<file path="config.mk">
export PLATFORM = sky130hd
export DESIGN_NAME = fetch_stage
export DESIGN_NICKNAME = d
export VERILOG_FILES = /design/src/rtl/fetch_stage_pkg.sv /design/src/rtl/fetch_stage_skid_buf.sv /design/src/rtl/fetch_stage.sv
export SDC_FILE = /design/constraint.sdc
export NUM_CORES = 1
export LEC_CHECK = 0
export CAP_MARGIN = 20
export CORE_MARGIN = 10
export CORE_UTILIZATION = 30
export DETAILED_ROUTE_END_ITERATION = 7
export PLACE_DENSITY = 0.61
export SLEW_MARGIN = 20
export SYNTH_ARGS = -nofsm -noshare
export SYNTH_HDL_FRONTEND = slang
export SYNTH_SLANG_ARGS = --single-unit
</file>
<file path="constraint.sdc">
create_clock -name clk -period 2.71 [get_ports clk]
set_clock_uncertainty 0.1 [all_clocks]
set_input_delay 0.542 -clock clk [delete_from_list [all_inputs] [get_ports clk]]
set_output_delay 0.542 -clock clk [all_outputs]
set_load 0.1 [all_outputs]
</file>
<file path="src/rtl/fetch_stage_pkg.sv">
// Shared CPU parameter header for the front end: word width, reset PC, NOP encoding
// and the slot type that moves through the IF/ID path.
package fetch_stage_pkg;

    localparam int WORD = 32;

    localparam logic [WORD-1:0] DEF_RESET_PC = 32'h1c00_0000;
    // andi r0,r0,0
    localparam logic [WORD-1:0] DEF_NOP_INST = 32'h0340_0000;
    localparam logic [WORD-1:0] INST_STEP    = 32'd4;

    typedef struct packed {
        logic            valid;
        logic [WORD-1:0] pc;
        logic [WORD-1:0] inst;
    } fetch_slot_t;

    function automatic logic [WORD-1:0] align_word(input logic [WORD-1:0] addr);
        return {addr[WORD-1:2], 2'b00};
    endfunction

endpackage

</file>
<file path="src/rtl/fetch_stage_skid_buf.sv">
// One-entry skid register holding a fetch response that arrived while IF/ID could not take it.
module fetch_skid_buf
    import fetch_stage_pkg::*;
(
    input  logic        clk,
    input  logic        rst,
    input  logic        push,
    input  logic        pop,
    input  logic        flush,
    input  fetch_slot_t in_slot,
    output fetch_slot_t slot
);

    // A push in the same cycle as a pop replaces the drained entry.
    always_ff @(posedge clk) begin
        if (rst) begin
            slot <= '0;
        end else if (flush) begin
            slot.valid <= 1'b0;
        end else if (push) begin
            slot <= in_slot;
        end else if (pop) begin
            slot.valid <= 1'b0;
        end
    end

endmodule

</file>
<file path="src/rtl/fetch_stage.sv">
// Instruction fetch stage: owns the PC, issues one read per cycle to a 1-cycle
// synchronous instruction memory and fills the IF/ID register.
module fetch_stage
    import fetch_stage_pkg::*;
#(
    parameter logic [WORD-1:0] RESET_PC = DEF_RESET_PC,
    parameter logic [WORD-1:0] NOP_INST = DEF_NOP_INST
) (
    input  logic            clk,
    input  logic            rst,
    output logic            imem_en,
    output logic [WORD-1:0] imem_addr,
    input  logic [WORD-1:0] imem_rdata,
    input  logic            br_taken,
    input  logic [WORD-1:0] br_target,
    input  logic            id_stall,
    output logic            if_valid,
    output logic [WORD-1:0] if_pc,
    output logic [WORD-1:0] if_inst
);

    logic [WORD-1:0] pc;
    logic [WORD-1:0] req_pc;
    logic            req_v;
    logic            hold;
    logic            issue;
    logic            sk_push;
    logic            sk_pop;
    logic            sk_v;
    fetch_slot_t     rsp_slot;
    fetch_slot_t     sk;

    // Handshake toward decode: if_valid is valid, ~id_stall is ready; an instruction
    // transfers on a cycle with if_valid & ~id_stall, otherwise IF/ID holds its content.
    assign hold      = id_stall & if_valid;
    assign issue     = ~rst & ~br_taken & ~hold;
    assign imem_en   = issue;
    assign imem_addr = pc;

    assign rsp_slot = {req_v, req_pc, imem_rdata};
    assign sk_v     = sk.valid;
    // The response parks in the skid when IF/ID holds or the skid is the older entry.
    assign sk_push  = req_v & ~br_taken & (hold | sk_v);
    assign sk_pop   = sk_v & ~hold & ~br_taken;

    fetch_skid_buf u_skid (
        .clk     (clk),
        .rst     (rst),
        .push    (sk_push),
        .pop     (sk_pop),
        .flush   (br_taken),
        .in_slot (rsp_slot),
        .slot    (sk)
    );

    always_ff @(posedge clk) begin
        if (rst) begin
            pc       <= RESET_PC;
            req_v    <= 1'b0;
            req_pc   <= '0;
            if_valid <= 1'b0;
            if_pc    <= '0;
            if_inst  <= NOP_INST;
        end else if (br_taken) begin
            pc       <= align_word(br_target);
            req_v    <= 1'b0;
            if_valid <= 1'b0;
            if_inst  <= NOP_INST;
        end else begin
            req_v <= issue;
            if (issue) begin
                req_pc <= pc;
                pc     <= pc + INST_STEP;
            end
            if (!hold) begin
                if (sk_v) begin
                    if_valid <= 1'b1;
                    if_pc    <= sk.pc;
                    if_inst  <= sk.inst;
                end else if (req_v) begin
                    if_valid <= 1'b1;
                    if_pc    <= req_pc;
                    if_inst  <= imem_rdata;
                end else begin
                    if_valid <= 1'b0;
                    if_inst  <= NOP_INST;
                end
            end
        end
    end

endmodule

</file>
==> results.cfg, run 1 <==
[sta]
period_utilization = 0.8958
report.final.slew_viol_count = 0
final_min_period_ns = 2.428
rsz0062_at_grt = no
slew_at_the_pin_closest_to_its_max_slew_limit_ns = 0.7010
final_number_of_setup_violating_endpoints = 0
timing.setup.tns_ns = 0
worst_slew_margin_rel = 0.5327
setup_ws_ns = 0.2825
hold_violations = 0
fmax_mhz = 411.9

[cells_and_area]
finish.net_count = 1175
area_growth_syn_to_layout_pct = 30.94
filler_cell_count = 2609
antenna_cells_inserted = 0
core_occupancy_in_the_finished_layout = 0.4019
drive_above_1_share = 0.1492
final_cells = 1449

[floorplan]
std_cell_rows = 58
core-area_mm2 = 0.02540
die_height_um = 181.2
starting_density = 0.3069
i_o_pin_count = 166
die_area_mm2 = 0.03284
fp.dieW_um = 181.2

[global_route]
grt_pass1_vias = 6441
gr-usage-all-layers = 0.1372
grt_start_max_net_pins = 145
grt.overflow.total = 0
grt_antenna_before_repair = 0
grt_pass1_wl_mm = 37.01

[synthesis]
synth-edff-count = 0
synth-seq-area-share = 0.4802
share_of_async_settable_or_async_resettable_flops_after_synthesis = 0
yosysWarnings = 0
ys_types = 42
yosys_most_used_dff = dfxtp_1
synthCells = 983
synth_area_per_cell_um2 = 7.931
synthesis.area_mm2 = 0.007796
synth_seq_cells = 187

[power]
fin_total_pwr_mw = 6.579
ir_worst_vdd_v = 0.0003715
cellPowerDensity_mw_per_mm2 = 644.5
lkg_pwr_nw = 3.631

[hold_path]
timing.hold.worst.start = rst
holdCritPathClass = input pin to flop

[place]
dpl.cell_count = 1417
pre_cts_ws_ns = 0.06409
hpwl_mm = 15.84
port_buffers = 159
weighted_congestion_reported_at_the_end_of_routability_driven_placement = 0.8459

[clock_tree]
cts.htree.levels = 4
cts_resized = 0
hold_buffers = 0
cts_tree = yes
cts_num_sinks = 187
clock_latency_ns = 0.43
cts.root.buffer_cell = clkbuf_16
path_clk_slew_ns = 0.08
cts_post_setup_buffers_inserted = 0
cts_made_buffers = 17
clk_path_buf_depth = 2

[setup_path]
required_time_of_the_worst_setup_path_ns = 2.07
worstPathBufferInverterCount = 3
reg2reg_from = imem_addr[2]
startpoint_types = input pin
path_max_fanout = 6
crit_path_start = id_stall
timing_worst_setup_path_type = input pin to output pin
arrival_ns = 1.79
critical-path-top-delay-family = buffers and inverters
cp_slowest_cell = clkdlybuf4s50_1
crit_chain = clkdlybuf4s50_1 -> buf_4 -> a211oi_4 -> buf_12
critPathCaptureType = output pin
worst_path_largest_cell_delay_ns = 0.51

[routing]
postRouteWirelength_mm = 23.25
average_detailed_routed_wire_length_per_instance_um = 16.05
detail_route.vias_per_cell = 4.747
number_of_violations_reported_at_the_end_of_detailed_routing_iteration_0 = 572
vias = 6879
drcViolationCount = 0
drt_pass1_iterations = 5
route.antenna.remaining_nets = 0

[run]
number_of_maximum_capacitance_constraint_violations = 0

[status]
run_status = complete, no violations
[state kept, by name (all words and copies together) (netlist names)]
register     cells
if_pc           30
req_pc          30
if_valid         1
imem_addr       30
req_v            1
u_skid.slot     63
if_inst         32
[synthesized netlist by cell type, types with 11 or more instances]
cell type / instances / area, µm²
a211oi_1: 32 / 240.2
o211ai_1: 30 / 225.2
o21ai_0: 37 / 185.2
nand2_1: 259 / 972.2
inv_1: 16 / 60.06
a21oi_1: 111 / 555.5
clkbuf_1: 71 / 266.5
xnor2_1: 19 / 166.4
nor2_1: 79 / 296.5
nand4_1: 12 / 75.07
o21a_1: 12 / 90.09
mux2i_1: 34 / 340.3
dfxtp_1: 187 / 3744
nand3_1: 11 / 55.05
[layout make-up]
cell class	instances	area (µm²)	share of cell area
timing repair buffer	182	1622	0.1588
multi-input combinational	702	3721	0.3645
clock inverter	15	215.2	0.02108
inverter	16	60.06	0.005883
clock buffer	17	425.4	0.04167
sequential	187	3752	0.3676
tap	330	412.9	0.04045
[through the flow]
step	hold slack, ns	cell area, µm²
floorplan	0.3360	7825
global placement	0.3410	9568
detailed placement	0.3463	9568
CTS	0.2282	10210
global route	0.2482	10210
finish	0.2530	10210
[per-layer routing]
metal,track usage,up-vias,share of wire
li1,-,3562,-
met2,0.2043,148,0.44
met3,0.02478,18,0.035
met5,0,-,0
met4,0.04133,0,0.015
met1,0.1956,3151,0.51
[layout by cell type, fill, tap and decap left out, types with 2 or more instances in the layout]
master / Yosys / layout
clkdlybuf4s50_1: 0 / 63
nor2_1: 79 / 77
a31oi_1: 2 / 2
nor4_1: 5 / 5
or3_1: 2 / 2
a21oi_1: 111 / 111
dfxtp_2: 0 / 4
mux2i_1: 34 / 34
clkinv_8: 0 / 8
inv_6: 0 / 2
inv_8: 0 / 2
buf_4: 4 / 110
nor3_1: 5 / 5
o21a_1: 12 / 11
nand2b_1: 4 / 4
a211o_1: 3 / 3
conb_1: 1 / 4
xnor2_1: 19 / 19
and2_1: 9 / 9
and3_1: 2 / 2
dfxtp_1: 187 / 182
o311a_1: 2 / 2
nand4_1: 12 / 12
and4_1: 5 / 5
inv_1: 16 / 16
a211oi_1: 32 / 31
nand2_1: 259 / 258
clkbuf_16: 0 / 17
o21ai_0: 37 / 37
a221oi_1: 3 / 3
o211ai_1: 30 / 30
xor2_1: 5 / 5
nand3_1: 11 / 11
nor2b_1: 4 / 4
buf_12: 0 / 8
[report_power, final]
| part | internal (mW) | switching [mW] |
|---|---|---|
| registers | 2.83 | 0.0916 |
| clock network | 1.29 | 1.33 |
| logic | 0.288 | 0.753 |
| total | 4.41 | 2.17 |
[path summary, 6_finish.rpt]
check | cells past startpoint | end | slack (ns)
worst max-delay path | 4 | imem_en | 0.28
worst min-delay path | 2 | req_v | 0.25
worst max register to register | 6 | imem_addr[30] | 0.58
worst min register to register | 2 | u_skid.slot[35] | 0.35
[worst register-to-register path: cells and delay by family (launching register included)]
kind | cells | cell delay [ns]
simple gates | 3 | 0.73
fa+ha+maj | 1 | 0.19
flops | 1 | 0.42
compound gates | 2 | 0.59
[cells by family after synthesis]
family          after synthesis  share of synthesized area
other cells                   1                  0.0004810
flops                       187                     0.4802
buf+inv                      97                    0.04879
compound gates              238                     0.1834
fa+ha+maj                     1                   0.001605
simple gates                401                     0.2149
xor+xnor                     24                    0.02696
mux                          34                    0.04365
No activity file was read; power rests on OpenSTA's default activity.
==> inputs of run 2 (changes only) <==
--- a/config.mk
+++ b/config.mk
@@ -5,6 +5,7 @@
 export SDC_FILE = /design/constraint.sdc
 export NUM_CORES = 1
 export LEC_CHECK = 0
+export ABC_AREA = 1
 export CAP_MARGIN = 20
 export CORE_MARGIN = 10
 export CORE_UTILIZATION = 30
==> run 2 against run 1 <==
Net effect:
- utilization decreased by 1.2 points
- cell count increased by 7.7%
- fmax decreased by 1.5%
- hold slack improved by 0.12 ns
- cell area decreased by 0.66%
- setup slack got worse by 0.037 ns
- routed wire length increased by 7.4%
- global-route usage increased by 0.96 points
- first-iteration DRC count decreased by 4.0%
==> results.cfg, run 2 <==
[floorplan]
die_area_mm2 = 0.03314
die_height_um = 182.0
fp.dieW_um = 182.0
starting_density = 0.3032
core-area_mm2 = 0.02598
i_o_pin_count = 166
std_cell_rows = 59

[cells_and_area]
mostFrequentLayoutCells = 236 x nand2_1, 187 x dfxtp_1, 141 x o21ai_0, 135 x nor2_1, 112 x buf_4
core_occupancy_in_the_finished_layout = 0.3903
area_growth_syn_to_layout_pct = 28.73
most_flop_heavy_register = u_skid.slot
finish.net_count = 1283
layout.cells.most_common = nand2_1
final_cells = 1560
filler_cell_count = 2739
largest_reg_flops = 63
reg.largest.list = u_skid.slot: 63 flops, if_inst: 32 flops
antenna_cells_inserted = 0
drive_above_1_share = 0.1380

[power]
ir_worst_vdd_v = 0.0003531
switching_power_mw = 1.993
cellPowerDensity_mw_per_mm2 = 651.2
lkg_pwr_nw = 4.038
p_int_mw = 4.612
fin_total_pwr_mw = 6.604
seq_power_share = 0.445
pwr-share-comb = 0.162
sw_frac_of_total = 0.3017
share_clk_of_total_power = 0.393

[routing]
postRouteWirelength_mm = 24.97
average_detailed_routed_wire_length_per_instance_um = 16.01
drt_pass1_iterations = 5
route.antenna.remaining_nets = 0
detail_route.vias_per_cell = 4.826
drcViolationCount = 0
vias = 7529
number_of_violations_reported_at_the_end_of_detailed_routing_iteration_0 = 549

[setup_path]
critPathCaptureType = output pin
worst_path_largest_cell_delay_ns = 0.56
critical-path-top-delay-family = buffers and inverters
cp_slowest_cell = clkdlybuf4s50_1
r2r_cells = 10
required_time_of_the_worst_setup_path_ns = 2.07
ff2ff_setup_slack_ns = 0.66
startpoint_types = input pin
crit_chain = clkdlybuf4s50_1 -> nor2_4 -> nand2_2 -> inv_2 -> buf_12
timing_worst_setup_path_type = input pin to output pin
path_max_fanout = 5
worstPathBufferInverterCount = 3
arrival_ns = 1.82
cp.depth = 5

[synthesis]
most_area_consuming_cells_after_synthesis = dfxtp_1 48%, nand2_1 11%, o21ai_0 9.0%
synth.area.mux_share = 0
yosys_most_used_dff = dfxtp_1
post_synth_and_or_nand_nor_area_fraction = 0.2389
synth_largest_area_cell = dfxtp_1
synth.top_cell.area_share = 0.4752
synth_area_per_cell_um2 = 7.254
synth-edff-count = 0
synth-compound-area-share = 0.1950
synth_seq_cells = 187
largest_family_of_logic_cells_by_synthesized_area = simple AND/OR/NAND/NOR gates
synth_most_common_cell = nand2_1
synthesis.area_mm2 = 0.007878
yosys.area_share.adder = 0.001588
yosysWarnings = 0
ys_types = 33
share_of_async_settable_or_async_resettable_flops_after_synthesis = 0
synth_top_cells_by_count = 236 x nand2_1, 187 x dfxtp_1, 141 x o21ai_0
synthCells = 1086
synth-xor-area-share = 0.008895
synth-seq-area-share = 0.4752

[place]
hpwl_mm = 17.04
port_buffers = 159
weighted_congestion_reported_at_the_end_of_routability_driven_placement = 0.9109
dpl.cell_count = 1530

[sta]
final_min_period_ns = 2.464
period_utilization = 0.9093
report.final.slew_viol_count = 0
rsz0062_at_grt = no
slew_at_the_pin_closest_to_its_max_slew_limit_ns = 0.9934
timing.setup.tns_ns = 0
worst_slew_margin_rel = 0.3368
fmax_mhz = 405.8
hold_violations = 0
whs_ns = 0.3714
final_number_of_setup_violating_endpoints = 0

[run]
number_of_maximum_capacitance_constraint_violations = 0

[clock_tree]
hold_buffers = 0
cts_resized = 0
cts.root.buffer_cell = clkbuf_16
cts_made_buffers = 17
cts_post_setup_buffers_inserted = 0
clk_path_buf_depth = 2
cts_num_sinks = 187
path_clk_slew_ns = 0.07
cts.htree.levels = 4
clock_latency_ns = 0.43
cts_tree = yes

[global_route]
grt_pass1_wl_mm = 39.85
grt_antenna_before_repair = 0
grt_pass1_vias = 7278
gr-usage-all-layers = 0.1469
grt.overflow.total = 0
grt_start_max_net_pins = 77

[hold_path]
min_path_cells = 2
holdCritPathClass = flop to flop

[status]
run_status = complete, no violations
-- run 2: cell count changes after synthesis, sizes merged, moves of 34 or more --
| cell | before | now |
|---|---|---|
| a21oi | 111 | 59 |
| a31oi | 2 | 63 |
| inv | 16 | 70 |
| mux2i | 34 | 0 |
| nand3 | 11 | 61 |
| nor2 | 79 | 143 |
| o21ai | 38 | 154 |
-- run 2: layout make-up --
cell class | instances | area, µm² | share of cell area
clock buffer | 18 | 439.2 | 0.04331
clock inverter | 12 | 162.7 | 0.01604
inverter | 70 | 266.5 | 0.02628
multi-input combinational | 756 | 3518 | 0.3469
sequential | 187 | 3744 | 0.3692
tap | 335 | 419.2 | 0.04133
timing repair buffer | 182 | 1592 | 0.1569
-- run 2: cell families (layout without fill, tap and decap cells) --
group	count (synthesis)	in the layout
xor gates and xnor gates	8	8
adders and majority gates	1	1
buffers and inverters	146	282
other	1	4
AOI/OAI and AO/OA	286	286
and+or+nand+nor	457	457
DFF	187	187
-- run 2: path summary, 6_finish.rpt --
check,start,to
worst max-delay path,rst,imem_en
worst min register to register,u_skid.slot[56],if_pc[24]
worst max register to register,imem_addr[3],imem_addr[26]
worst min-delay path,u_skid.slot[56],if_pc[24]
-- run 2: power groups by stage --
stage / sequential, mW / combinational (mW) / clock, mW
floorplan: 3.43 / 0.301 / 0
global placement: 3.00 / 1.07 / 0
detailed placement: 3.00 / 1.07 / 0
CTS: 2.94 / 1.07 / 2.68
global route: 2.95 / 1.14 / 2.77
finish: 2.94 / 1.07 / 2.60
-- run 2: per-stage QoR --
stage / instance area (µm²) / setup WS, ns
6_report: 10140 / 0.2459
5_1_grt: 10140 / 0.2167
4_1_cts: 10140 / 0.2493
3_5_place_dp: 9539 / 0.1432
3_3_place_gp: 9539 / 0.1498
2_1_floorplan: 7889 / 0.1606
-- run 2: metal layers --
metal / vias to the layer above / wire, µm / share of wire / track usage
li1: 3854 / - / - / -
met5: - / 0 / 0 / 0
met4: 0 / 323 / 0.013 / 0.03547
met3: 19 / 1957 / 0.078 / 0.04612
met2: 245 / 10530 / 0.42 / 0.2164
met1: 3411 / 12160 / 0.49 / 0.2031
-- run 2: worst min-delay path: stages, from the launching register on --
cell     delay (ns)
dfxtp_1        0.31
nand2_1        0.06
a31oi_1        0.07
==> inputs of run 3 (changes only) <==
--- a/config.mk
+++ b/config.mk
@@ -10,6 +10,7 @@
 export CORE_MARGIN = 10
 export CORE_UTILIZATION = 30
 export DETAILED_ROUTE_END_ITERATION = 7
+export GPL_TIMING_DRIVEN = 0
 export PLACE_DENSITY = 0.61
 export SLEW_MARGIN = 20
 export SYNTH_ARGS = -nofsm -noshare
==> run 3 against run 2 <==
Net effect:
- cell count rose by 3.5%
- setup slack got worse by 0.21 ns
- sequential power barely moved
- hold slack got worse by 0.0032 ns
- utilization rose by 1.2 points
- routed wire length rose by 9.7%
- total power fell by 2.3%
- combinational power barely moved
- count of clock-buffer cells in the layout fell by 1
- via count rose by 4.5%
==> results.cfg, run 3 (synthesis results as in run 2) <==
[routing]
drcViolationCount = 0
drt_pass1_iterations = 5
detail_route.vias_per_cell = 4.872
postRouteWirelength_mm = 27.38
vias = 7869
route.antenna.remaining_nets = 0
average_detailed_routed_wire_length_per_instance_um = 16.96
number_of_violations_reported_at_the_end_of_detailed_routing_iteration_0 = 623

[setup_path]
ff2ff_setup_slack_ns = 0.58
critPathCaptureType = output pin
r2r_cells = 10
arrival_ns = 2.03
path_max_fanout = 4
worst_path_largest_cell_delay_ns = 1.18
critical-path-top-delay-family = buffers and inverters
cp_slowest_cell = clkdlybuf4s50_1
cp.depth = 1
required_time_of_the_worst_setup_path_ns = 2.07
regToRegEndpoint = imem_addr[26]
worstPathBufferInverterCount = 1
crit_chain = clkdlybuf4s50_1
reg2reg_from = imem_addr[2]
timing_worst_setup_path_type = flop to output pin
startpoint_types = flop

[global_route]
grt_pass1_vias = 7608
grt_start_max_net_pins = 19
grt_antenna_before_repair = 0
grt.overflow.total = 0
gr-usage-all-layers = 0.1613
grt_pass1_wl_mm = 43.01

[clock_tree]
cts.htree.levels = 4
path_clk_slew_ns = 0.07
hold_buffers = 0
cts.root.buffer_cell = clkbuf_16
cts_made_buffers = 17
clk_path_buf_depth = 2
clock_latency_ns = 0.44
cts_tree = yes
cts_num_sinks = 187

[power]
fin_total_pwr_mw = 6.453
ir_worst_vdd_v = 0.0003437
cellPowerDensity_mw_per_mm2 = 617.2
lkg_pwr_nw = 4.075

[floorplan]
i_o_pin_count = 166
fp.dieW_um = 182.0
starting_density = 0.3032
die_area_mm2 = 0.03314
std_cell_rows = 59
die_height_um = 182.0
core-area_mm2 = 0.02598

[place]
weighted_congestion_reported_at_the_end_of_routability_driven_placement = 0.9335
dpl_cell_area_mm2 = 0.009889
port_buffers = 158
hpwl_mm = 20.71

[sta]
final_number_of_setup_violating_endpoints = 0
report.final.slew_viol_count = 0
timing.setup.tns_ns = 0
whs_ns = 0.3682
fmax_mhz = 374.2
final_min_period_ns = 2.672
rsz0062_at_grt = no
hold_violations = 0
period_utilization = 0.9860
slew_at_the_pin_closest_to_its_max_slew_limit_ns = 1.070
worst_slew_margin_rel = 0.2844

[cells_and_area]
finish.net_count = 1336
drive_above_1_share = 0.06563
reg.largest.list = u_skid.slot: 63 flops, if_inst: 32 flops
layout.cells.most_common = nand2_1
antenna_cells_inserted = 0
layout.cell_area.non_filler_mm2 = 0.01046
area_growth_syn_to_layout_pct = 32.72
largest_reg_flops = 63
mostFrequentLayoutCells = 236 x nand2_1, 187 x dfxtp_1, 141 x o21ai_0, 136 x nor2_1, 131 x clkdlybuf4s50_1
most_flop_heavy_register = u_skid.slot

[status]
run_status = complete, no violations

[hold_path]
holdCritPathClass = flop to flop
hold_end = u_skid.slot[51]
timing.hold.worst.start = req_pc[19]
min_path_cells = 2

[run]
number_of_maximum_capacitance_constraint_violations = 0
run 3: metal layers:
layer / wire length [µm] / global-route usage / up-vias
li1: - / - / 3962
met1: 12610 / 0.2121 / 3591
met2: 12120 / 0.2518 / 292
met3: 2327 / 0.04950 / 24
met4: 322 / 0.03905 / 0
met5: 0 / 0 / -
run 3: worst max path at each step:
stage	from	to	slack, ns
floorplan	imem_addr[2]	imem_addr[26]	0.16
global placement	rst	imem_en	-1.10
detailed placement	rst	imem_en	-1.08
CTS	imem_addr[5]	imem_addr[5]	0.001
global route	imem_addr[30]	imem_addr[30]	0.01
finish	imem_addr[25]	imem_addr[25]	0.04
run 3: per-stage QoR:
| step | utilization | std cells | setup slack (ns) |
|---|---|---|---|
| after floorplan | - | 1089 | 0.1606 |
| after global placement | 0.3806 | 1582 | -1.102 |
| final | 0.4024 | 1615 | 0.03795 |
| after global routing | 0.4024 | 1615 | 0.009596 |
| after detailed placement | 0.3806 | 1582 | -1.081 |
| after CTS | 0.4012 | 1613 | 0.001225 |
run 3: power by group:
part	switching (mW)	leakage [nW]	internal, mW	total (mW)
registers	0.0997	1.52	2.84	2.94
logic	0.804	2.29	0.288	1.09
clock network	1.21	0.264	1.21	2.42
run 3: repair_timing:
item / 4_1_cts / 5_1_grt
endpoints found under the setup margin: 21 / 7
pin swaps: 0 / 1
gates resized for setup: 29 / 6
setup buffers: 0 / 2
run 3: area by class of cell:
class | instances | area [µm²]
Fill cell | 2763 | 15530
Sequential cell | 187 | 3744
Multi-Input combinational cell | 756 | 3516
Timing Repair Buffer | 160 | 1592
Clock buffer | 17 | 425.4
Tap cell | 335 | 419.2
Buffer | 75 | 359.1
Inverter | 70 | 267.8
Clock inverter | 15 | 132.6
